**src/rtl/mem_bus_arbiter.sv**
```systemverilog
// rtl/mem_bus_arbiter.sv - two-master round-robin memory bus arbiter with bus watchdog
module mem_bus_arbiter #(
   parameter int TIMEOUT_CYCLES = 1024
) (
   input  logic        clk,
   input  logic        rst,
   // master 0 (CPU)
   input  logic [31:0] m0_addr,
   input  logic [31:0] m0_data_out,
   input  logic [3:0]  m0_data_mask,
   input  logic        m0_rd_req,
   input  logic        m0_wr_req,
   output logic [31:0] m0_data_in,
   output logic        m0_done,
   output logic        m0_timeout,
   // master 1 (DMA / video fetch)
   input  logic [31:0] m1_addr,
   input  logic [31:0] m1_data_out,
   input  logic [3:0]  m1_data_mask,
   input  logic        m1_rd_req,
   input  logic        m1_wr_req,
   output logic [31:0] m1_data_in,
   output logic        m1_done,
   output logic        m1_timeout,
   // slave side
   output logic [31:0] s_addr,
   output logic [31:0] s_data_out,
   output logic [3:0]  s_data_mask,
   output logic        s_rd_req,
   output logic        s_wr_req,
   input  logic [31:0] s_data_in,
   input  logic        s_done,
   // status
   output logic        busy,
   output logic        owner
);

   // Counter is sized so TIMEOUT_CYCLES-1 is its largest reachable value;
   // GRANT always exits there, so it never wraps.
   localparam int CW = (TIMEOUT_CYCLES > 1) ? $clog2(TIMEOUT_CYCLES) : 1;
   localparam logic [CW-1:0] CNT_LAST = CW'(TIMEOUT_CYCLES - 1);

   typedef enum logic {
      ST_IDLE  = 1'b0,
      ST_GRANT = 1'b1
   } state_t;

   state_t          state_q, state_d;
   logic            owner_q, owner_d;
   logic            last_owner_q, last_owner_d;
   logic [CW-1:0]   cnt_q, cnt_d;

   logic            in_grant;
   logic            m0_any, m1_any;
   logic            own_rd, own_wr;
   logic            xfer_done, xfer_timeout, xfer_withdraw;

   // Request decode and end-of-transfer conditions for the current owner
   always_comb begin
      in_grant      = (state_q == ST_GRANT);
      m0_any        = m0_rd_req | m0_wr_req;
      m1_any        = m1_rd_req | m1_wr_req;
      own_rd        = owner_q ? m1_rd_req : m0_rd_req;
      own_wr        = owner_q ? m1_wr_req : m0_wr_req;
      // s_done wins over a coincident deadline
      xfer_done     = in_grant & s_done;
      xfer_timeout  = in_grant & ~s_done & (cnt_q == CNT_LAST);
      xfer_withdraw = in_grant & ~s_done & ~(own_rd | own_wr);
   end

   // Slave-side mux: owner's signals while granted, master 0 otherwise with requests forced low
   always_comb begin
      s_addr      = m0_addr;
      s_data_out  = m0_data_out;
      s_data_mask = m0_data_mask;
      s_rd_req    = 1'b0;
      s_wr_req    = 1'b0;
      if (in_grant) begin
         if (owner_q) begin
            s_addr      = m1_addr;
            s_data_out  = m1_data_out;
            s_data_mask = m1_data_mask;
         end
         s_rd_req = own_rd;
         s_wr_req = own_wr;
      end
   end

   // Master-side strobes go only to the owner; read data is broadcast
   always_comb begin
      m0_data_in = s_data_in;
      m1_data_in = s_data_in;
      m0_done    = xfer_done    & ~owner_q;
      m1_done    = xfer_done    &  owner_q;
      m0_timeout = xfer_timeout & ~owner_q;
      m1_timeout = xfer_timeout &  owner_q;
      busy       = in_grant;
      owner      = owner_q;
   end

   // Arbitration and watchdog next-state logic
   always_comb begin
      state_d      = state_q;
      owner_d      = owner_q;
      last_owner_d = last_owner_q;
      cnt_d        = cnt_q;
      case (state_q)
         ST_IDLE: begin
            if (m0_any || m1_any) begin
               state_d = ST_GRANT;
               cnt_d   = '0;
               if (m0_any && m1_any) begin
                  owner_d = ~last_owner_q;
               end else begin
                  owner_d = m1_any;
               end
            end
         end
         ST_GRANT: begin
            if (xfer_done || xfer_timeout || xfer_withdraw) begin
               // Every exit passes through IDLE, giving the turnaround cycle
               state_d      = ST_IDLE;
               last_owner_d = owner_q;
            end else begin
               cnt_d = cnt_q + 1'b1;
            end
         end
         default: begin
            state_d = ST_IDLE;
         end
      endcase
   end

   // State registers; reset abandons any transfer without a strobe
   always_ff @(posedge clk) begin
      if (rst) begin
         state_q      <= ST_IDLE;
         owner_q      <= 1'b0;
         last_owner_q <= 1'b1;
         cnt_q        <= '0;
      end else begin
         state_q      <= state_d;
         owner_q      <= owner_d;
         last_owner_q <= last_owner_d;
         cnt_q        <= cnt_d;
      end
   end

endmodule

```
**config.mk**
```make
export PLATFORM = sky130hd
export DESIGN_NAME = mem_bus_arbiter
export DESIGN_NICKNAME = d
export VERILOG_FILES = /design/src/rtl/mem_bus_arbiter.sv
export SDC_FILE = /design/constraint.sdc
export NUM_CORES = 1
export LEC_CHECK = 0
export BUFFER_PORTS_ARGS = -buffer_cell sky130_fd_sc_hd__buf_4
export CORE_AREA = 2 2 123 125
export DETAILED_ROUTE_END_ITERATION = 8
export DIE_AREA = 0 0 125 127
export HOLD_SLACK_MARGIN = 0.05
export SLEW_MARGIN = 40
export SYNTH_ARGS = -nofsm -noshare
export SYNTH_HDL_FRONTEND = slang
export SYNTH_SLANG_ARGS = --single-unit
```
**constraint.sdc**
```tcl
create_clock -name clk -period 1.7 [get_ports clk]
set_input_delay 0.17 -clock clk [delete_from_list [all_inputs] [get_ports clk]]
set_output_delay 0.17 -clock clk [all_outputs]
set_load 0.01 [all_outputs]
```
==> results of run 1 <==
[worst max-delay path, stage by stage, from the launching register on]
cell and delay [ns]:
dfxtp_2 0.35, ha_4 0.15, nand3_4 0.09, or4_4 0.46, nor2_2 0.12, buf_4 0.12
[state kept, by name, summed over array words and instances (netlist names)]
register      cells
cnt_q            10
last_owner_q      1
busy              1
owner             1
[per-layer routing]
metal | vias up | wire, um
li1 | 1164 | -
met1 | 1182 | 4320
met2 | 172 | 5990
met3 | 35 | 1470
met4 | 0 | 334
met5 | - | 0
[through the flow]
stage / worst slack, ns / utilization / instance area, um^2
2_1_floorplan: 0.0194 / - / 2130
3_3_place_gp: -0.0172 / 0.252 / 3630
3_5_place_dp: -0.00556 / 0.252 / 3630
4_1_cts: 0.00427 / 0.266 / 3840
5_1_grt: -0.0550 / 0.271 / 3910
6_report: -0.00180 / 0.271 / 3910
[layout make-up]
class	count	area share
Sequential cell	13	0.0729
Antenna cell	2	0.00128
Multi-Input combinational cell	149	0.347
Inverter	4	0.00384
Timing Repair Buffer	250	0.496
Tap cell	184	0.0588
Clock buffer	4	0.0201
[placed cells by master (no fill, tap or decap), drive strengths merged, types with 2 or more instances in the layout]
cell type and instances:
nand3 4, a21oi 5, or4 4, and3 3, nand4 3, a31oi 2, o211ai 6, nor3 3
nand2 6, or3 4, buf 249, nor2 9, dfxtp 13, or2 2, a211oi 3, mux2 69
nor3b 2, clkbuf 5, nand2b 3, o21ai 6, diode 2, mux2i 2, inv 4
[logic make-up after synthesis]
logic type	Yosys count	share of synthesized area
and+or+nand+nor	47	0.135
DFF	13	0.123
AOI/OAI and AO/OA	30	0.0973
buffers and inverters	80	0.260
muxes	71	0.378
adders and majority gates	1	0.00593
[power by group]
| part | leakage, uW | internal, uW | switching [uW] |
|---|---|---|---|
| registers | 0.000112 | 309 | 10.2 |
| clock network | 0.0000382 | 317 | 137 |
| logic | 0.00170 | 513 | 319 |
[final timing paths]
check             slack, ns                    end  cells after the start
hold reg to reg        0.53  cnt_q[9]$_SDFFE_PP0P_                      2
setup / recovery     -0.002             m0_timeout                      5
hold / removal         0.24  cnt_q[1]$_SDFFE_PP0P_                      2
setup reg to reg       0.04  cnt_q[7]$_SDFFE_PP0P_                      5
[what timing repair did]
action	in CTS	in global routing
gates cloned	0	1
endpoints found under the hold margin	0	0
setup buffers	9	1
gates resized for setup	16	10
pin swaps	3	5
setup endpoints to repair	72	18
==> results.py, run 1 <==
metrics = {
    "grt": {
        "met1_usage": 0.145,
        "antenna_found_initial": 2,
        "top_usage_layer": "met2",
        "grt_pass1_wl_um": 16100,
        "grt_usage": 0.137,
        "grt_max_degree": 20,
        "grt_use_met2": 0.239,
        "grt_pass1_vias": 2611,
        "grt_use_met3": 0.0616,
        "grt_overflow": 0,
    },
    "logic_synthesis": {
        "netlist_top_cells_count": "mux2_2, buf_4, dfxtp_1",
        "synth_top_area_share": 0.363,
        "ys_top_cells_by_area": "mux2_2, buf_4, dfxtp_1",
        "ys_warn_count": 0,
        "synth_flop_cell": "dfxtp_1",
        "ys_seq_elements": 13,
        "syn_nets": 418,
        "yosysTopAreaCell": "mux2_2",
        "ys_seq_area_frac": 0.123,
        "synth_most_common_cell": "mux2_2",
        "ys_types": 44,
        "async_flop_share": 0,
        "syn-cell-area_mm2": 0.00211,
        "synth-edff-count": 0,
        "syn_inst": 242,
        "synth_area_per_cell_um2": 8.72,
    },
    "min_path": {
        "worstHoldPathType": "in -> reg",
        "hp-start": "rst",
    },
    "detailed_routing": {
        "wirelength_um": 12100,
        "drt_iter0_drc": 161,
        "ant_nets": 0,
        "wire_per_inst_um": 20.0,
        "firstDrtPassIters": 4,
        "drc": 0,
        "num_vias": 2553,
        "viasPerCell": 4.21,
    },
    "placement": {
        "io_buffers": 218,
        "place_congestion": 0.825,
        "dp_hpwl_um": 10500,
        "placedCellCount": 589,
    },
    "power": {
        "p_per_area_mw_per_mm2": 410,
        "report.power.total_uw": 1610,
        "ir_drop_v": 0.000195,
        "leakagePower_uw": 0.00185,
    },
    "sta": {
        "finalCritPeriodShare": 1.00,
        "finalSetupTns_ns": -0.00180,
        "hold_viol_final": 0,
        "fmax_mhz": 588,
        "hold_ws_ns": 0.236,
        "finClkSkew_ns": 0.00172,
        "finalCriticalPeriod_ns": 1.70,
        "timing.slew.headroom": 0.741,
        "worst_slack_ns": -0.00180,
        "drv_slew": 0,
        "worst_pin_slew_ns": 0.388,
        "setup_viol": 2,
        "rsz0062_at_grt": "true",
    },
    "cells_and_area": {
        "final_layout_size_suffix_gt1_frac": 0.821,
        "multi_input_comb_area_mm2": 0.00136,
        "fillers": 1535,
        "nNetsFinal": 597,
        "layout.cells.non_filler": 606,
        "register_area_um2": 285,
        "area_growth_pct": 85.5,
    },
    "clock_network": {
        "clock_latency_ns": 0.25,
        "clkTransAtPathRegs_ns": 0.05,
        "clock_sinks": 13,
        "cts_tree": "done",
        "root_buffer": "clkbuf_16",
        "cts_max_path_buffers": 2,
        "h-tree-depth": 1,
        "ctsHoldBuffers": 0,
        "numCtsBuffers": 3,
    },
    "worst_setup_path": {
        "startpoint": "cnt_q[1]$_SDFFE_PP0P_",
        "r2r_start": "cnt_q[0]$_SDFFE_PP0P_",
        "path_max_fanout": 5,
        "endpoint_kind": "primary output",
        "crit_type": "reg -> out",
        "startpoint_type": "register",
        "critPathArrivalTime_ns": 1.53,
        "worstPathRequired_ns": 1.53,
    },
    "floorplanning": {
        "coreArea_mm2": 0.0144,
        "die_h_um": 127,
        "die_w_um": 125,
        "rows": 44,
        "start_util": 0.146,
        "design.portCount": 315,
        "dieArea_mm2": 0.0159,
    },
    "outcome": {
        "status": "finished, violations left",
        "violations": "setup timing",
    },
    "job": {
        "drv_cap": 0,
    },
}
No activity file was read; power rests on OpenSTA's default activity.
==> inputs of run 2 (changes only) <==
Settings changed: SETUP_SLACK_MARGIN set to 0.1.
==> run 2 against run 1 <==
  * The flow still finishes with violations (setup timing)
  * Clock-buffer cell count is the same
  * Design area grew 0.58%
  * Highest routed layer unchanged
  * Via count shrank 1.0%
  * Largest cell class unchanged
  * Routed wire length shrank 14%
  * Critical endpoint is now m1_timeout
==> results.py, run 2 (synthesized netlist as in run 1, its figures left out) <==
metrics = {
    "floorplanning": {
        "start_util": 0.146,
        "design.portCount": 315,
        "dieArea_mm2": 0.0159,
        "die_h_um": 127,
        "die_w_um": 125,
        "coreArea_mm2": 0.0144,
        "rows": 44,
    },
    "clock_network": {
        "clock_sinks": 13,
        "h-tree-depth": 1,
        "cts_max_path_buffers": 2,
        "clock_latency_ns": 0.24,
        "root_buffer": "clkbuf_16",
        "clkTransAtPathRegs_ns": 0.04,
        "numCtsBuffers": 3,
        "cts_tree": "done",
    },
    "worst_setup_path": {
        "crit_chain": "nand2b_4 -> buf_6 -> or4_4 -> nor2_2 -> buf_4",
        "path_max_fanout": 3,
        "crit_buf_inv": 2,
        "critical-path-slowest-cell": "or4_4",
        "worstPathRequired_ns": 1.53,
        "startpoint_type": "register",
        "crit_type": "reg -> out",
        "endpoint_kind": "primary output",
        "slowest_delay_ns": 0.56,
        "cpLargestDelayFamily": "simple AND/OR/NAND/NOR gates",
        "critPathArrivalTime_ns": 1.58,
    },
    "sta": {
        "finalCritPeriodShare": 1.03,
        "finClkSkew_ns": 0.00122,
        "drv_slew": 0,
        "worst_pin_slew_ns": 0.317,
        "hold_viol_final": 0,
        "finalCriticalPeriod_ns": 1.75,
        "rsz0062_at_grt": "true",
        "setup_viol": 39,
        "fmax_mhz": 571,
        "timing.slew.headroom": 0.787,
        "worst_slack_ns": -0.0510,
    },
    "grt": {
        "grt_pass1_wl_um": 14300,
        "grt_overflow": 0,
        "grt_usage": 0.115,
        "grt_pass1_vias": 2551,
        "grt_max_degree": 51,
        "antenna_found_initial": 0,
    },
    "min_path": {
        "worstHoldPathType": "in -> reg",
    },
    "power": {
        "p_per_area_mw_per_mm2": 403,
        "report.power.total_uw": 1590,
        "ir_drop_v": 0.000316,
        "leakagePower_uw": 0.00185,
    },
    "cells_and_area": {
        "largest_register_ffs": 10,
        "area_growth_pct": 86.5,
        "mostFrequentLayoutCells": "buf_4, mux2_2, nor2_1",
        "layout_commonest_cell": "buf_4",
        "nNetsFinal": 595,
        "fin_area_mm2": 0.00394,
        "fillers": 1522,
        "final_layout_size_suffix_gt1_frac": 0.837,
        "antenna_cells": 0,
        "largest_register": "cnt_q",
    },
    "detailed_routing": {
        "num_vias": 2527,
        "viasPerCell": 4.20,
        "firstDrtPassIters": 4,
        "wire_per_inst_um": 17.3,
        "drc": 0,
        "wirelength_um": 10400,
        "drt_iter0_drc": 85,
        "ant_nets": 0,
    },
    "placement": {
        "io_buffers": 218,
        "dp_hpwl_um": 8540,
        "dpl-instance-area_mm2": 0.00361,
        "place_congestion": 0.875,
    },
    "outcome": {
        "status": "finished, violations left",
        "violations": "setup timing",
    },
    "job": {
        "drv_cap": 0,
    },
}
[run 2: cell types whose count changed in the layout (fill, tap and decap cells not counted), moves of 2 or more]
cell	before	now
or3_1	4	2
mux2_2	65	68
or3_4	0	2
diode_2	2	0
o21ai_0	5	3
buf_4	244	240
or4_4	1	3
or4_1	3	1
or2_4	0	2
buf_6	2	5
mux2_4	3	0
o21ai_1	0	3
[run 2: path summary, 6_finish.rpt]
| kind | depth (start not counted) | slack [ns] | from | endpoint |
|---|---|---|---|---|
| worst max-delay path | 5 | -0.05 | busy$_SDFF_PP0_ | m1_timeout |
| worst min-delay path | 4 | 0.25 | m0_rd_req | owner$_SDFFE_PP0P_ |
| worst max register to register | 6 | 0.08 | cnt_q[0]$_SDFFE_PP0P_ | cnt_q[8]$_SDFFE_PP0P_ |
| worst min register to register | 2 | 0.55 | cnt_q[7]$_SDFFE_PP0P_ | cnt_q[7]$_SDFFE_PP0P_ |
[run 2: metal layers]
metal / up-vias / wire length [um] / GRT usage
met2: 168 / 5620 / 0.224
met4: 0 / 181 / 0.0307
li1: 1162 / - / -
met1: 1169 / 3610 / 0.121
met5: - / 0 / 0
met3: 28 / 979 / 0.0322
[run 2: what timing repair did]
action / CTS / global route
setup endpoints to repair: 73 / 78
gates cloned: 0 / 1
hold buffers: 0 / 0
pin swaps: 7 / 5
buffers inserted: 9 / 2
resized for setup: 19 / 20
[run 2: power by group]
| group | leakage (uW) | internal, uW | switching [uW] |
|---|---|---|---|
| registers | 0.000111 | 310 | 8.20 |
| clock network | 0.0000382 | 316 | 128 |
| logic | 0.00170 | 515 | 309 |
[run 2: worst min-delay path, stage by stage]
cell,delay (ns)
buf_4,0.10
o21ai_0,0.07
nand2_1,0.05
a21oi_1,0.05
[run 2: per-stage QoR]
stage          hold slack [ns]  setup WS [ns]  instances  TNS (ns)  utilization
5_1_grt                  0.272        -0.0845        602     -3.49        0.273
3_5_place_dp             0.340         0.0274        586         0        0.251
6_report                 0.254        -0.0510        602    -0.519        0.273
4_1_cts                  0.244        -0.0457        599    -0.655        0.265
2_1_floorplan            0.369         0.0194        242         0            -
3_3_place_gp             0.340         0.0525        586         0        0.251
[run 2: final cells by class]
type | instances | area [um^2] | share of cell area
repair buffers | 248 | 1920 | 0.489
multi-input cells | 149 | 1410 | 0.357
flip-flops and latches | 13 | 283 | 0.0719
well taps | 184 | 230 | 0.0585
clock buffers | 4 | 78.8 | 0.0200
inverters | 4 | 15.0 | 0.00382
==> inputs of run 3 (changes only) <==
Settings changed: PLACE_DENSITY set to 0.58.
==> run 3 against run 2 <==
  * The run still ends with setup timing left
  * Via count decreased by 1.3%
  * First-iteration DRC count grew 8.2%
  * Clock power rose by 1%
  * Largest cell class unchanged
  * Cell count grew 0.50%
  * Worst setup slack improved by 0.024 ns
  * Power up 8.9%
  * Non-clock buffer count up 2
  * Design area up 11%
  * Register-to-register slack about the same
  * Critical path depth decreased by 1
==> results.py, run 3 (synthesized netlist as in run 1, its figures left out) <==
metrics = {
    "outcome": {
        "status": "finished, violations left",
        "violations": "setup timing",
    },
    "detailed_routing": {
        "drt_iter0_drc": 92,
        "wire_per_inst_um": 16.7,
        "wirelength_um": 10100,
        "num_vias": 2495,
        "viasPerCell": 4.12,
        "ant_nets": 0,
        "firstDrtPassIters": 4,
        "drc": 0,
    },
    "worst_setup_path": {
        "endpoint_kind": "primary output",
        "worstReg2RegEnd": "cnt_q[7]$_SDFFE_PP0P_",
        "startpoint_type": "register",
        "r2r_cells": 6,
        "r2r_start": "busy$_SDFF_PP0_",
        "crit_type": "reg -> out",
        "worstPathRequired_ns": 1.53,
        "path_max_fanout": 4,
        "startpoint": "cnt_q[7]$_SDFFE_PP0P_",
        "critPathArrivalTime_ns": 1.56,
        "r2r_slack_ns": 0.09,
    },
    "clock_network": {
        "numCtsBuffers": 3,
        "clock_sinks": 13,
        "clkTransAtPathRegs_ns": 0.04,
        "ctsHoldBuffers": 0,
        "root_buffer": "clkbuf_16",
        "clock_latency_ns": 0.24,
        "h-tree-depth": 1,
        "cts_max_path_buffers": 2,
        "cts_tree": "done",
    },
    "power": {
        "ir_drop_v": 0.000236,
        "leakagePower_uw": 0.00217,
        "p_seq_frac": 0.180,
        "swShare": 0.279,
        "pwr-share-comb": 0.560,
        "internal_power_uw": 1250,
        "clkPwrFrac": 0.260,
        "netSwitchingPower_uw": 482,
        "p_per_area_mw_per_mm2": 394,
        "report.power.total_uw": 1730,
    },
    "sta": {
        "worst_slack_ns": -0.0270,
        "finalCritPeriodShare": 1.02,
        "drv_slew": 0,
        "worst_pin_slew_ns": 0.324,
        "fmax_mhz": 579,
        "timing.slew.headroom": 0.783,
        "finalSetupTns_ns": -0.0806,
        "hold_viol_final": 0,
        "finalCriticalPeriod_ns": 1.73,
        "setup_viol": 9,
        "finClkSkew_ns": 0.00123,
        "rsz0062_at_grt": "true",
    },
    "min_path": {
        "hold_end": "cnt_q[1]$_SDFFE_PP0P_",
        "hold_depth": 2,
        "hp-start": "rst",
        "worstHoldPathType": "in -> reg",
    },
    "grt": {
        "grt_overflow": 0,
        "antenna_found_initial": 1,
        "grt_use_met3": 0.0327,
        "met1_usage": 0.122,
        "grt_use_met2": 0.193,
        "grt_pass1_vias": 2563,
        "grt_pass1_wl_um": 13700,
        "top_usage_layer": "met2",
        "grt_usage": 0.108,
        "grt_max_degree": 26,
    },
    "cells_and_area": {
        "fillers": 1483,
        "largest_register_ffs": 10,
        "largest_register": "cnt_q",
        "nNetsFinal": 597,
        "layout_commonest_cell": "buf_4",
        "final_layout_size_suffix_gt1_frac": 0.838,
        "mostFrequentLayoutCells": "buf_4, buf_6, mux2_4",
        "fin_util": 0.304,
        "area_growth_pct": 108,
    },
    "floorplanning": {
        "dieArea_mm2": 0.0159,
        "design.portCount": 315,
        "rows": 44,
        "coreArea_mm2": 0.0144,
        "start_util": 0.146,
        "die_h_um": 127,
        "die_w_um": 125,
    },
    "job": {
        "drv_cap": 0,
    },
    "placement": {
        "dp_hpwl_um": 7490,
        "place_congestion": 0.854,
        "io_buffers": 218,
        "pre_cts_slack_ns": 0.00660,
    },
}
## run 3: timing repair
item	CTS	global route
pin swaps	5	7
gates cloned	2	2
endpoints found under the setup margin	75	77
gates resized for setup	79	60
buffers inserted	6	5
## run 3: how the worst max path moves through the flow
stage	to	slack (ns)
2_1_floorplan	last_owner_q$_SDFFE_PP1P_	0.02
3_3_place_gp	last_owner_q$_SDFFE_PP1P_	0.05
3_5_place_dp	cnt_q[7]$_SDFFE_PP0P_	0.007
4_1_cts	m0_timeout	-0.05
5_1_grt	m1_timeout	-0.07
6_report	m1_timeout	-0.03
## run 3: per-layer routing
| layer | vias up | part of all wire | wire length (um) |
|---|---|---|---|
| met4 | 0 | 0.035 | 351 |
| met1 | 1129 | 0.37 | 3790 |
| met3 | 36 | 0.091 | 924 |
| li1 | 1167 | - | - |
| met2 | 163 | 0.50 | 5060 |
| met5 | - | 0 | 0 |
## run 3: worst max-delay path, stage by stage (launching register included)
cell and delay, ns:
dfxtp_4 0.37, nand4_4 0.12, or4_4 0.60, nor2_4 0.11, buf_6 0.10
## run 3: power groups by stage
stage          logic, uW  clock network, uW  registers (uW)
2_1_floorplan        432                  0             327
3_3_place_gp         770                  0             327
3_5_place_dp         776                  0             327
4_1_cts              889                455             321
5_1_grt             1020                472             312
6_report             967                450             311
## run 3: layout make-up
type                            instances  area (um^2)  share of cell area
Tap cell                              184          230              0.0525
Sequential cell                        13          295              0.0674
Multi-Input combinational cell        149         1590               0.362
Clock buffer                            4         78.8              0.0180
Timing Repair Buffer                  250         2180               0.496
Inverter                                4         15.0             0.00343
Antenna cell                            1         2.50            0.000571
## run 3: metrics by stage
step                hold WS [ns]  instance area, um^2  instances
floorplan                  0.369                 2140        242
global placement           0.340                 3610        585
detailed placement         0.340                 3610        585
CTS                        0.230                 4080        597
global route               0.259                 4380        605
finish                     0.243                 4380        605
